### src/rtl/pc_unit.sv
// rtl/pc_unit.sv - program counter with optional return-address stack (enabled by PC_STACK_EN)
module pc_unit #(
    parameter int                 WIDTH        = 8,
    parameter int                 STACK_DEPTH  = 4,
    parameter logic [WIDTH-1:0]   RESET_VECTOR = '0
) (
    input  logic             clk,
    input  logic             rst_n,
    input  logic             stall,
    input  logic             branch,
    input  logic [WIDTH-1:0] target,
    input  logic             rel,
    input  logic [WIDTH-1:0] offset,
    input  logic             call,
    input  logic             ret,
    output logic [WIDTH-1:0] pc,
    output logic             stack_empty,
    output logic             stack_full,
    output logic             stack_err
);

    logic [WIDTH-1:0] pc_inc;
    logic [WIDTH-1:0] pc_next;
    logic [WIDTH-1:0] top;
    logic             pop_ok;

    assign pc_inc = pc + WIDTH'(1);

    // A ret that cannot pop falls back to a plain increment.
    always_comb begin
        pc_next = pc;
        if (!stall) begin
            if (ret) begin
                pc_next = pop_ok ? top : pc_inc;
            end else if (call || branch) begin
                pc_next = target;
            end else if (rel) begin
                pc_next = pc + offset;
            end else begin
                pc_next = pc_inc;
            end
        end
    end

    always_ff @(posedge clk or negedge rst_n) begin
        if (!rst_n) begin
            pc <= RESET_VECTOR;
        end else begin
            pc <= pc_next;
        end
    end

`ifdef PC_STACK_EN
    localparam int PTR_W = (STACK_DEPTH > 1) ? $clog2(STACK_DEPTH) : 1;
    localparam int CNT_W = $clog2(STACK_DEPTH + 1);
    localparam logic [CNT_W-1:0] FULL_CNT = CNT_W'(STACK_DEPTH);

    logic [WIDTH-1:0] mem [STACK_DEPTH];
    logic [CNT_W-1:0] count;
    logic [PTR_W-1:0] wr_idx;
    logic [PTR_W-1:0] rd_idx;
    logic             do_push;
    logic             do_pop;
    logic             err_set;
    logic             err_q;

    // Depth is a power of two, so the low count bits wrap to the top slot when full.
    assign wr_idx      = count[PTR_W-1:0];
    assign rd_idx      = wr_idx - PTR_W'(1);
    assign top         = mem[rd_idx];
    assign stack_empty = (count == '0);
    assign stack_full  = (count == FULL_CNT);
    assign pop_ok      = !stack_empty;
    assign stack_err   = err_q;

    assign do_pop  = !stall && ret && pop_ok;
    assign do_push = !stall && !ret && call && !stack_full;
    assign err_set = !stall && ((ret && !pop_ok) || (!ret && call && stack_full));

    always_ff @(posedge clk or negedge rst_n) begin
        if (!rst_n) begin
            count <= '0;
            err_q <= 1'b0;
        end else begin
            if (do_push) begin
                count <= count + CNT_W'(1);
            end else if (do_pop) begin
                count <= count - CNT_W'(1);
            end
            if (err_set) begin
                err_q <= 1'b1;
            end
        end
    end

    // Entry storage is never reset; occupancy alone decides what is readable.
    always_ff @(posedge clk) begin
        if (do_push) begin
            mem[wr_idx] <= pc_inc;
        end
    end
`else
    assign pop_ok      = 1'b0;
    assign top         = '0;
    assign stack_empty = 1'b1;
    assign stack_full  = 1'b0;
    assign stack_err   = 1'b0;
`endif

endmodule
### config.mk
export PLATFORM = sky130hd
export DESIGN_NAME = pc_unit
export DESIGN_NICKNAME = d
export VERILOG_FILES = /design/src/rtl/pc_unit.sv
export SDC_FILE = /design/constraint.sdc
export NUM_CORES = 1
export LEC_CHECK = 0
export CORE_UTILIZATION = 30
export DETAILED_ROUTE_END_ITERATION = 8
export GPL_TIMING_DRIVEN = 0
export SLEW_MARGIN = 20
export SYNTH_ARGS = -nofsm -noshare
export SYNTH_HDL_FRONTEND = slang
export SYNTH_SLANG_ARGS = --single-unit
### constraint.sdc
create_clock -name clk -period 2.6 [get_ports clk]
set_clock_uncertainty 0.15 [all_clocks]
set_input_delay 0.52 -clock clk [delete_from_list [all_inputs] [get_ports clk]]
set_output_delay 0.52 -clock clk [all_outputs]
set_load 0.02 [all_outputs]
# Yosys cells after proc, flatten, opt, wreduce, memory -nomap -nowiden
# Cells that the tools add are included.
[totals] reg_bits=8 input_bits=23 elab_cells=7
[op_classes] n_reduce_logical=1 add_sub_neg=2 n_mux=3
[op_table] operator="8-bit 2-to-1 mux" count=3
[op_table] operator="8-bit by 1-bit adder with 8-bit output (second input constant)" count=1
[op_table] operator="8-bit adder" count=1
[op_table] operator="1-bit logical OR" count=1

# Depth between registers and ports, before layout
# Gate-level depths: netlist of run 1.
[logic_depth] word_depth=4 ltp_mapped=8 depth_no_buf=8

# Worst setup path before layout of run 1
# OpenSTA, ideal clock, no wires.
[synth_timing] kind="register to register" from="register pc[0]" to="register pc[6]" path_stages_with_launch=9 required_ns=2.362 period_less_slack_ns=2.148 arrival_time_ns=1.909 slack_ns=0.452 path_buffers=0 cell_sequence="dfrtp_1 > ha_1 > inv_1 > fa_1 > nor2b_1 > o31a_1 > mux2i_1 > nand3_1 > a41oi_1"
[synth_via] elab_chain_cells=4 word_cells_on_any_way=5 classes_between="add/sub: 2; mux: 3"
[synth_rtl] item="start, declared" line_no="16" text="output logic [WIDTH-1:0] pc,"
[synth_rtl] item="start signal, assigned" line_no="49" text="pc <= pc_next;"
[synth_rtl] item="8-bit by 1-bit adder with 8-bit output / 8-bit adder (equally long branches)" line_no="27, 38"
[synth_rtl] item="8-bit 2-to-1 mux" line_no="37" text="end else if (rel) begin"
[synth_rtl] item="8-bit 2-to-1 mux" line_no="35" text="end else if (call || branch) begin"
[synth_rtl] item="8-bit 2-to-1 mux (*)" line_no="33" text="if (ret) begin"
# Every way passes the cells marked *; elsewhere a longest branch is shown, timed or not.
# A chain may end at the register's enable or synchronous reset.

# Worst setup path in the final report of run 1
[layout_timing] from="input offset[0]" to="register pc[6]"
[layout_via] elab_chain_cells=4
[layout_rtl] item="start, declared" line_no="13" text="input logic [WIDTH-1:0] offset,"
[layout_rtl] item="8-bit adder" line_no="38" text="pc_next = pc + offset;"
[layout_rtl] item="8-bit 2-to-1 mux" line_no="37"
[layout_rtl] item="8-bit 2-to-1 mux" line_no="35"
[layout_rtl] item="8-bit 2-to-1 mux" line_no="33"
# No other way between the ends.

==> results of run 1 <==
==> report_power, final <==
| part | total [uW] | leakage, uW | switching [uW] | internal [uW] |
|---|---|---|---|---|
| clock network | 104 | 0.0000138 | 50.2 | 53.4 |
| logic | 471 | 0.000486 | 243 | 228 |
| registers | 202 | 0.0000921 | 50.5 | 151 |
==> worst max-delay path: stages <==
cell and delay [ps]:
clkdlybuf4s50_1 460, ha_1 200, inv_1 70, fa_1 400, nor2b_1 160, o31a_1 180, mux2i_1 190, nand3_1 90
a41oi_1 180
==> cell usage in the layout, fill, tap and decap left out, types with 4 or more instances in the layout <==
master           count
a21o_1               6
dfrtp_1              8
ha_1                 8
inv_1                5
o211ai_1             4
nor3_1               4
clkdlybuf4s50_1     30
nand2_1             11
nand3_1              6
clkbuf_1             4
o21ai_0              8
buf_4                4
nor2_1              11
o21a_1               4
a21oi_1              5
==> worst paths after layout <==
| path | slack [ps] | to |
|---|---|---|
| min in group clk | 510 | pc[0] |
| max in group asynchronous | 1590 | pc[2] |
| min | 410 | pc[7] |
| min reg2reg | 510 | pc[0] |
| max | 170 | pc[6] |
| max reg2reg | 350 | pc[6] |
==> cells in the mapped netlist, drive strengths merged (2+ instances only) <==
cell    count
and3        2
a31oi       2
nand2      11
nand3       7
xnor2       2
ha          8
or2         2
a21oi       5
a211o       2
o21ai       8
conb        2
clkbuf      4
nand4       2
buf         5
nor2       11
xor2        3
mux2i       2
nand2b      3
inv         5
o221ai      2
o211ai      4
a21o        6
dfrtp       8
nor3        4
o21a        4
==> layer usage <==
| layer | vias to the layer above | wire length (um) | global-route usage |
|---|---|---|---|
| met5 | - | 0 | 0 |
| met1 | 524 | 1469 | 0.2357 |
| met3 | 10 | 154 | 0.04832 |
| li1 | 579 | - | - |
| met2 | 40 | 1420 | 0.2966 |
| met4 | 0 | 123 | 0.1071 |
==> cell families after synthesis <==
kind of cell | count (synthesis)
AND/OR/NAND/NOR | 49
AO/OA/AOI/OAI | 45
buffers and inverters | 14
adder cells (fa/ha/maj) | 9
flip-flops | 8
XOR/XNOR | 5
other | 2
multiplexers | 2
==> stage by stage <==
stage / total power (uW) / instance area (um^2) / hold WS, ps / cells
5_1_grt: 843.6 / 1435 / 423.1 / 214
4_1_cts: 777.8 / 1435 / 420.3 / 214
3_3_place_gp: 659.4 / 1413 / 504.7 / 211
6_report: 776.3 / 1435 / 412.3 / 214
2_1_floorplan: 501.2 / 1055 / 74.41 / 135
3_5_place_dp: 672.6 / 1413 / 518.9 / 211
==> final cells by class <==
cell class	instances	area, um^2	area share
inverters	5	18.77	0.01308
multi-input cells	113	787.0	0.5484
plain buffers	9	48.80	0.03400
clock buffers	3	22.52	0.01569
well taps	46	57.56	0.04010
repair buffers	30	300.3	0.2092
flip-flops and latches	8	200.2	0.1395
==> impl_metrics.toml, run 1 <==
[layout]
diodes = 0
final_util = 0.4301
syn2layout_area_growth_pct = 36.55
drive_gt1_frac = 0.08333
top_register = "pc"
largest_reg_flops = 8
top_regs = "pc (8)"
n_fill_cell = 370
nets = 202

[cts]
cts-buffers-inserted = 3
htreeDepth = 1
clock-sinks = 8
postCtsHoldBufs = 0
clk_pin_slew_ps = 60
cts_tree = "done"
clk_path_buf_depth = 2
cts_root_buf = "clkbuf_4"
insertion_delay_ps = 260
post_cts_buffers = 0
post_cts_resized = 0

[floorplan]
die-area_mm2 = 0.003744
initial_core_util = 0.3150
die_width_um = 61.19
die_h_um = 61.19
core_mm2 = 0.003337
num_io_pins = 34
rows = 21

[yosys]
syn_inst = 134
ys_seq_elements = 8
synth_edf_count = 0
async_reset_ff_frac = 1.000
synth_top_family_by_area = "compound AO/OA/AOI/OAI gates"
synthMuxAreaShare = 0.01905
ys.flop_type = "dfrtp_1"
synth_warnings = 0
syn_area_mm2 = 0.001051
synth_fa_ha_area_frac = 0.1143
synth_largest_area_cell = "dfrtp_1"
yosys.area_share.simple = 0.2536
yosys.area.top_type_share = 0.1905
synth-seq-area-share = 0.1905
ys_types = 47
syn_area_per_cell_um2 = 7.843
yosys-top-cells-area = "dfrtp_1 (19%), ha_1 (9.5%), a21o_1 (4.3%), nand2_1 (3.9%), nor2_1 (3.9%)"
synth-compound-area-share = 0.3095
synthXorXnorAreaFrac = 0.04167

[worst_setup_path]
cp.required_ps = 2630
worstPathArrival_ps = 2450
worstReg2RegStart = "pc[0]"
crit_start = "offset[0]"
cp_max_fo = 2
rr_worst_depth = 8
end_kind = "flip-flop"
critPathKind = "input pin to flip-flop"
worst_setup_path_start_kind = "input pin"

[timing]
final.min_clock_period_ps = 2425
hold_viol = 0
worst_slack_ps = 174.5
rsz0062_at_grt = "false"
fmax_ghz = 0.4123
maxSlewViolCount = 0
worst_pin_slew_ps = 523.8
setup_violations = 0
tns_ps = 0
maxSlewHeadroom = 0.6508
period_share = 0.9329

[global_routing]
grt_pass1_vias = 1143
antenna_found_initial = 0
grt_pass1_wl_um = 5147
grt.total_usage = 0.1892
grt_max_degree = 11
globalRouteOverflowTotal = 0

[power]
p_leak_uw = 0.0005920
power_density_mw_per_mm2 = 540.9
peakVddDrop_uv = 172.4

[worst_hold_path]
worstHoldPathType = "input pin to asynchronous set/reset pin"

[placed_design]
portBuffers = 30
place_congestion = 0.8925
hpwlAfterDp_um = 2399
dp_slack_ps = -113.2

[detailed_routing]
drc = 0
ant_nets = 0
vias_per_cell = 5.388
firstDrtPassIters = 4
vias = 1153
wl_per_cell_um = 14.80
wirelength_um = 3168
drtIter0Drc = 32

[flow_run]
drv_cap = 0

[status]
status = "complete, no violations"
No activity file was read; power rests on OpenSTA's default activity.
==> run 2, diff against run 1 <==
--- a/config.mk
+++ b/config.mk
@@ -5,9 +5,11 @@
 export SDC_FILE = /design/constraint.sdc
 export NUM_CORES = 1
 export LEC_CHECK = 0
+export CORE_MARGIN = 2
 export CORE_UTILIZATION = 30
 export DETAILED_ROUTE_END_ITERATION = 8
 export GPL_TIMING_DRIVEN = 0
+export PLACE_DENSITY = 0.68
 export SLEW_MARGIN = 20
 export SYNTH_ARGS = -nofsm -noshare
 export SYNTH_HDL_FRONTEND = slang
==> run 2 against run 1 <==
  * Power is 0.37% lower
  * Hold slack worse by 12 ps
  * Die area is 6.6% higher
  * Sequential power hardly changed
==> impl_metrics.toml, run 2 (same netlist as run 1, synthesis figures left out) <==
[floorplan]
die_width_um = 63.19
die-area_mm2 = 0.003993
die_h_um = 63.19
initial_core_util = 0.3125
num_io_pins = 34
core_mm2 = 0.003363
rows = 21

[detailed_routing]
drc = 0
drtIter0Drc = 62
vias_per_cell = 5.336
wl_per_cell_um = 14.22
ant_nets = 0
wirelength_um = 3044
vias = 1142
firstDrtPassIters = 4

[layout]
diodes = 0
largest_reg_flops = 8
nets = 202
top_regs = "pc (8)"
top_register = "pc"
seqCellArea_um2 = 200.2
drive_gt1_frac = 0.08333
syn2layout_area_growth_pct = 36.55
n_fill_cell = 372
multi_input_area_um2 = 787.0
mostFrequentLayoutCells = "clkdlybuf4s50_1 (30), nor2_1 (11), nand2_1 (11)"
final_common_cell = "clkdlybuf4s50_1"

[timing]
maxSlewViolCount = 0
rsz0062_at_grt = "false"
timing.hold.ws_ps = 399.9
fmax_ghz = 0.4120
period_share = 0.9334
hold_viol = 0
setup_violations = 0
worst_slack_ps = 173.1
final.min_clock_period_ps = 2427

[worst_setup_path]
worstPathArrival_ps = 2470
critical_path_buf_inv_count = 2
rrSetupSlack_ps = 340
critical_path.cell_chain = "clkdlybuf4s50_1, ha_1, inv_1, fa_1, nor2b_1, o31a_1, mux2i_1, nand3_1, a41oi_1"
cp_slowest_cell = "clkdlybuf4s50_1"
path_depth = 9
cp.required_ps = 2640
critPathKind = "input pin to flip-flop"
worst_setup_path_start_kind = "input pin"
worstReg2RegStart = "pc[0]"
cp_max_fo = 2
end_kind = "flip-flop"
worstReg2RegEnd = "pc[6]"
cp_slowest_stage_delay_ps = 460
rr_worst_depth = 8
critical_path.top_delay_family = "adder cells"
crit_path_end = "pc[6]"
crit_start = "offset[0]"

[cts]
post_cts_resized = 0
insertion_delay_ps = 270
clk_path_buf_depth = 2
clk_pin_slew_ps = 70
cts-buffers-inserted = 3
clock-sinks = 8
post_cts_buffers = 0
postCtsHoldBufs = 0
cts_root_buf = "clkbuf_4"
cts_tree = "done"
htreeDepth = 1

[global_routing]
grt.total_usage = 0.1573
grt_pass1_vias = 1048
antenna_found_initial = 0
globalRouteOverflowTotal = 0
grt_max_degree = 11
grt_pass1_wl_um = 4933

[placed_design]
dp_slack_ps = -120.7
place_congestion = 0.8850
portBuffers = 30
hpwlAfterDp_um = 2394

[power]
peakVddDrop_uv = 199.3
p_leak_uw = 0.0005920
power_density_mw_per_mm2 = 538.9

[flow_run]
drv_cap = 0

[worst_hold_path]
worstHoldPathType = "input pin to asynchronous set/reset pin"

[status]
status = "complete, no violations"
[run 2: cell counts in the layout (fill, tap and decap cells not counted)]
Identical to the previous run, type by type.
[run 2: how the worst min path moves through the flow]
stage	startpoint	endpoint	slack (ps)
2_1_floorplan	rst_n	pc[0]	70
3_3_place_gp	pc[0]	pc[0]	490
3_5_place_dp	pc[0]	pc[0]	520
4_1_cts	rst_n	pc[3]	420
5_1_grt	rst_n	pc[3]	440
6_report	rst_n	pc[3]	400
[run 2: power breakdown]
part	switching, uW	total [uW]	internal (uW)
combinational	236	464	228
sequential	49.6	201	151
clock	54.9	108	53.6
total	340	773	433
[run 2: layout make-up]
| cell class | instances | share of cell area |
|---|---|---|
| Buffer | 9 | 0.03400 |
| Clock buffer | 3 | 0.01569 |
| Inverter | 5 | 0.01308 |
| Multi-Input combinational cell | 113 | 0.5484 |
| Sequential cell | 8 | 0.1395 |
| Tap cell | 46 | 0.04010 |
| Timing Repair Buffer | 30 | 0.2092 |
[run 2: per-stage QoR]
stage | util | instance area (um^2) | total power [uW] | setup TNS, ps | instances
after floorplan | - | 1055 | 501.2 | 0 | 135
after global placement | 0.4200 | 1413 | 654.4 | -124.4 | 211
after detailed placement | 0.4200 | 1413 | 667.7 | -192.7 | 211
after CTS | 0.4267 | 1435 | 776.5 | 0 | 214
after global routing | 0.4267 | 1435 | 832.1 | 0 | 214
final | 0.4267 | 1435 | 773.4 | 0 | 214
[run 2: per-layer routing]
metal,global-route usage,wire length [um],vias to the layer above
li1,-,-,577
met4,0.04348,25,0
met3,0.03750,192,4
met2,0.2580,1466,40
met1,0.2061,1359,521
met5,0,0,-
==> run 3, diff against run 2 <==
--- a/config.mk
+++ b/config.mk
@@ -10,6 +10,7 @@
 export DETAILED_ROUTE_END_ITERATION = 8
 export GPL_TIMING_DRIVEN = 0
 export PLACE_DENSITY = 0.68
+export RECOVER_POWER = 100
 export SLEW_MARGIN = 20
 export SYNTH_ARGS = -nofsm -noshare
 export SYNTH_HDL_FRONTEND = slang
==> run 3 against run 2 <==
  * Core utilization unchanged
  * Global-route usage unchanged
  * Worst setup slack improved by 2.8 ps
  * Combinational power decreased by 3%
  * Clock-buffer cell count unchanged
  * Sequential power about the same
  * Register-to-register slack improved by 20 ps
  * Critical endpoint unchanged
  * Largest power group unchanged
==> impl_metrics.toml, run 3 (same netlist as run 1, synthesis figures left out) <==
[status]
status = "complete, no violations"

[global_routing]
grt_max_degree = 11
grt.total_usage = 0.1573
grt_pass1_wl_um = 4933
antenna_found_initial = 0
globalRouteOverflowTotal = 0
grt_pass1_vias = 1048

[timing]
period_share = 0.9324
maxSlewViolCount = 0
tns_ps = 0
setup_violations = 0
fmax_ghz = 0.4125
rsz0062_at_grt = "false"
hold_viol = 0
final.min_clock_period_ps = 2424

[detailed_routing]
drc = 0
drtIter0Drc = 62
routed.top_layer = "met4"
met2_length_um = 1457
ant_nets = 0
vias = 1138
wl_met1_um = 1341
vias_per_cell = 5.318
wirelength_um = 3032
firstDrtPassIters = 4
wl_per_cell_um = 14.17
wl_met3_um = 207

[power]
power_density_mw_per_mm2 = 529.9
p_leak_uw = 0.0005938
p_total_uw = 760.5
peakVddDrop_uv = 198.3

[worst_setup_path]
worstPathArrival_ps = 2470
worst_setup_path_start_kind = "input pin"
critical_path.cell_chain = "clkdlybuf4s50_1, ha_1, inv_1, fa_1, nor2b_1, o31a_1, mux2i_1, nand3_1, a41oi_1"
cp_max_fo = 2
cp_slowest_cell = "clkdlybuf4s50_1"
cp.required_ps = 2640
end_kind = "flip-flop"
critical_path_buf_inv_count = 2
cp_slowest_stage_delay_ps = 460
critical_path.top_delay_family = "adder cells"
critPathKind = "input pin to flip-flop"

[layout]
final_area_mm2 = 0.001435
mostFrequentLayoutCells = "clkdlybuf4s50_1 (18), dlygate4sd3_1 (12), nor2_1 (11), nand2_1 (11)"
nets = 202
drive_gt1_frac = 0.08333
diodes = 0
n_fill_cell = 372
final_common_cell = "clkdlybuf4s50_1"
largest_reg_flops = 8
top_register = "pc"
syn2layout_area_growth_pct = 36.55
top_regs = "pc (8)"

[cts]
post_cts_buffers = 0
cts_root_buf = "clkbuf_4"
clk_path_buf_depth = 2
cts-buffers-inserted = 3
htreeDepth = 1
insertion_delay_ps = 270
clock-sinks = 8
cts_tree = "done"
post_cts_resized = 0
clk_pin_slew_ps = 70
postCtsHoldBufs = 0

[floorplan]
die_h_um = 63.19
rows = 21
num_io_pins = 34
die-area_mm2 = 0.003993
die_width_um = 63.19
core_mm2 = 0.003363
initial_core_util = 0.3125

[placed_design]
place_congestion = 0.8850
portBuffers = 30
placedInstanceArea_mm2 = 0.001413
hpwlAfterDp_um = 2394

[flow_run]
drv_cap = 0

[worst_hold_path]
worstHoldPathType = "input pin to asynchronous set/reset pin"
==> run 3: changes by cell type in the layout (fill, tap and decap cells not counted), sizes merged <==
cell	delta
clkdlybuf4s50	-12
dlygate4sd3	+12
==> run 3: worst paths after layout <==
path / from / endpoint / slack [ps] / depth (start not counted)
min reg2reg: pc[0] / pc[0] / 510 / 2
max in group asynchronous: rst_n / pc[2] / 1520 / 1
min in group clk: pc[0] / pc[0] / 510 / 2
max: offset[0] / pc[6] / 180 / 9
min: rst_n / pc[3] / 470 / 1
max reg2reg: pc[0] / pc[6] / 360 / 8
==> run 3: per-layer routing <==
layer | vias to the layer above | GRT usage
met5 | - | 0
met1 | 517 | 0.2061
li1 | 575 | -
met3 | 4 | 0.03750
met4 | 0 | 0.04348
met2 | 42 | 0.2580
==> run 3: cell type report <==
class                      instances  area (um^2)  area share
multi-input combinational        113        787.0      0.5484
timing repair buffer              30        300.3      0.2092
sequential                         8        200.2      0.1395
tap                               46        57.56     0.04010
buffer                             9        48.80     0.03400
clock buffer                       3        22.52     0.01569
inverter                           5        18.77     0.01308
==> run 3: report_power, final <==
group	total, uW	switching (uW)	internal [uW]
logic	452	235	217
clock network	108	54.9	53.5
registers	200	48.3	151
==> run 3: metrics by stage <==
stage	cells	utilization	setup slack (ps)	hold slack (ps)
2_1_floorplan	135	-	452.1	74.41
6_report	214	0.4267	175.9	470.1
4_1_cts	214	0.4267	148.2	419.6
5_1_grt	214	0.4267	17.82	507.5
3_3_place_gp	211	0.4200	-94.87	487.8
3_5_place_dp	211	0.4200	-120.7	516.4
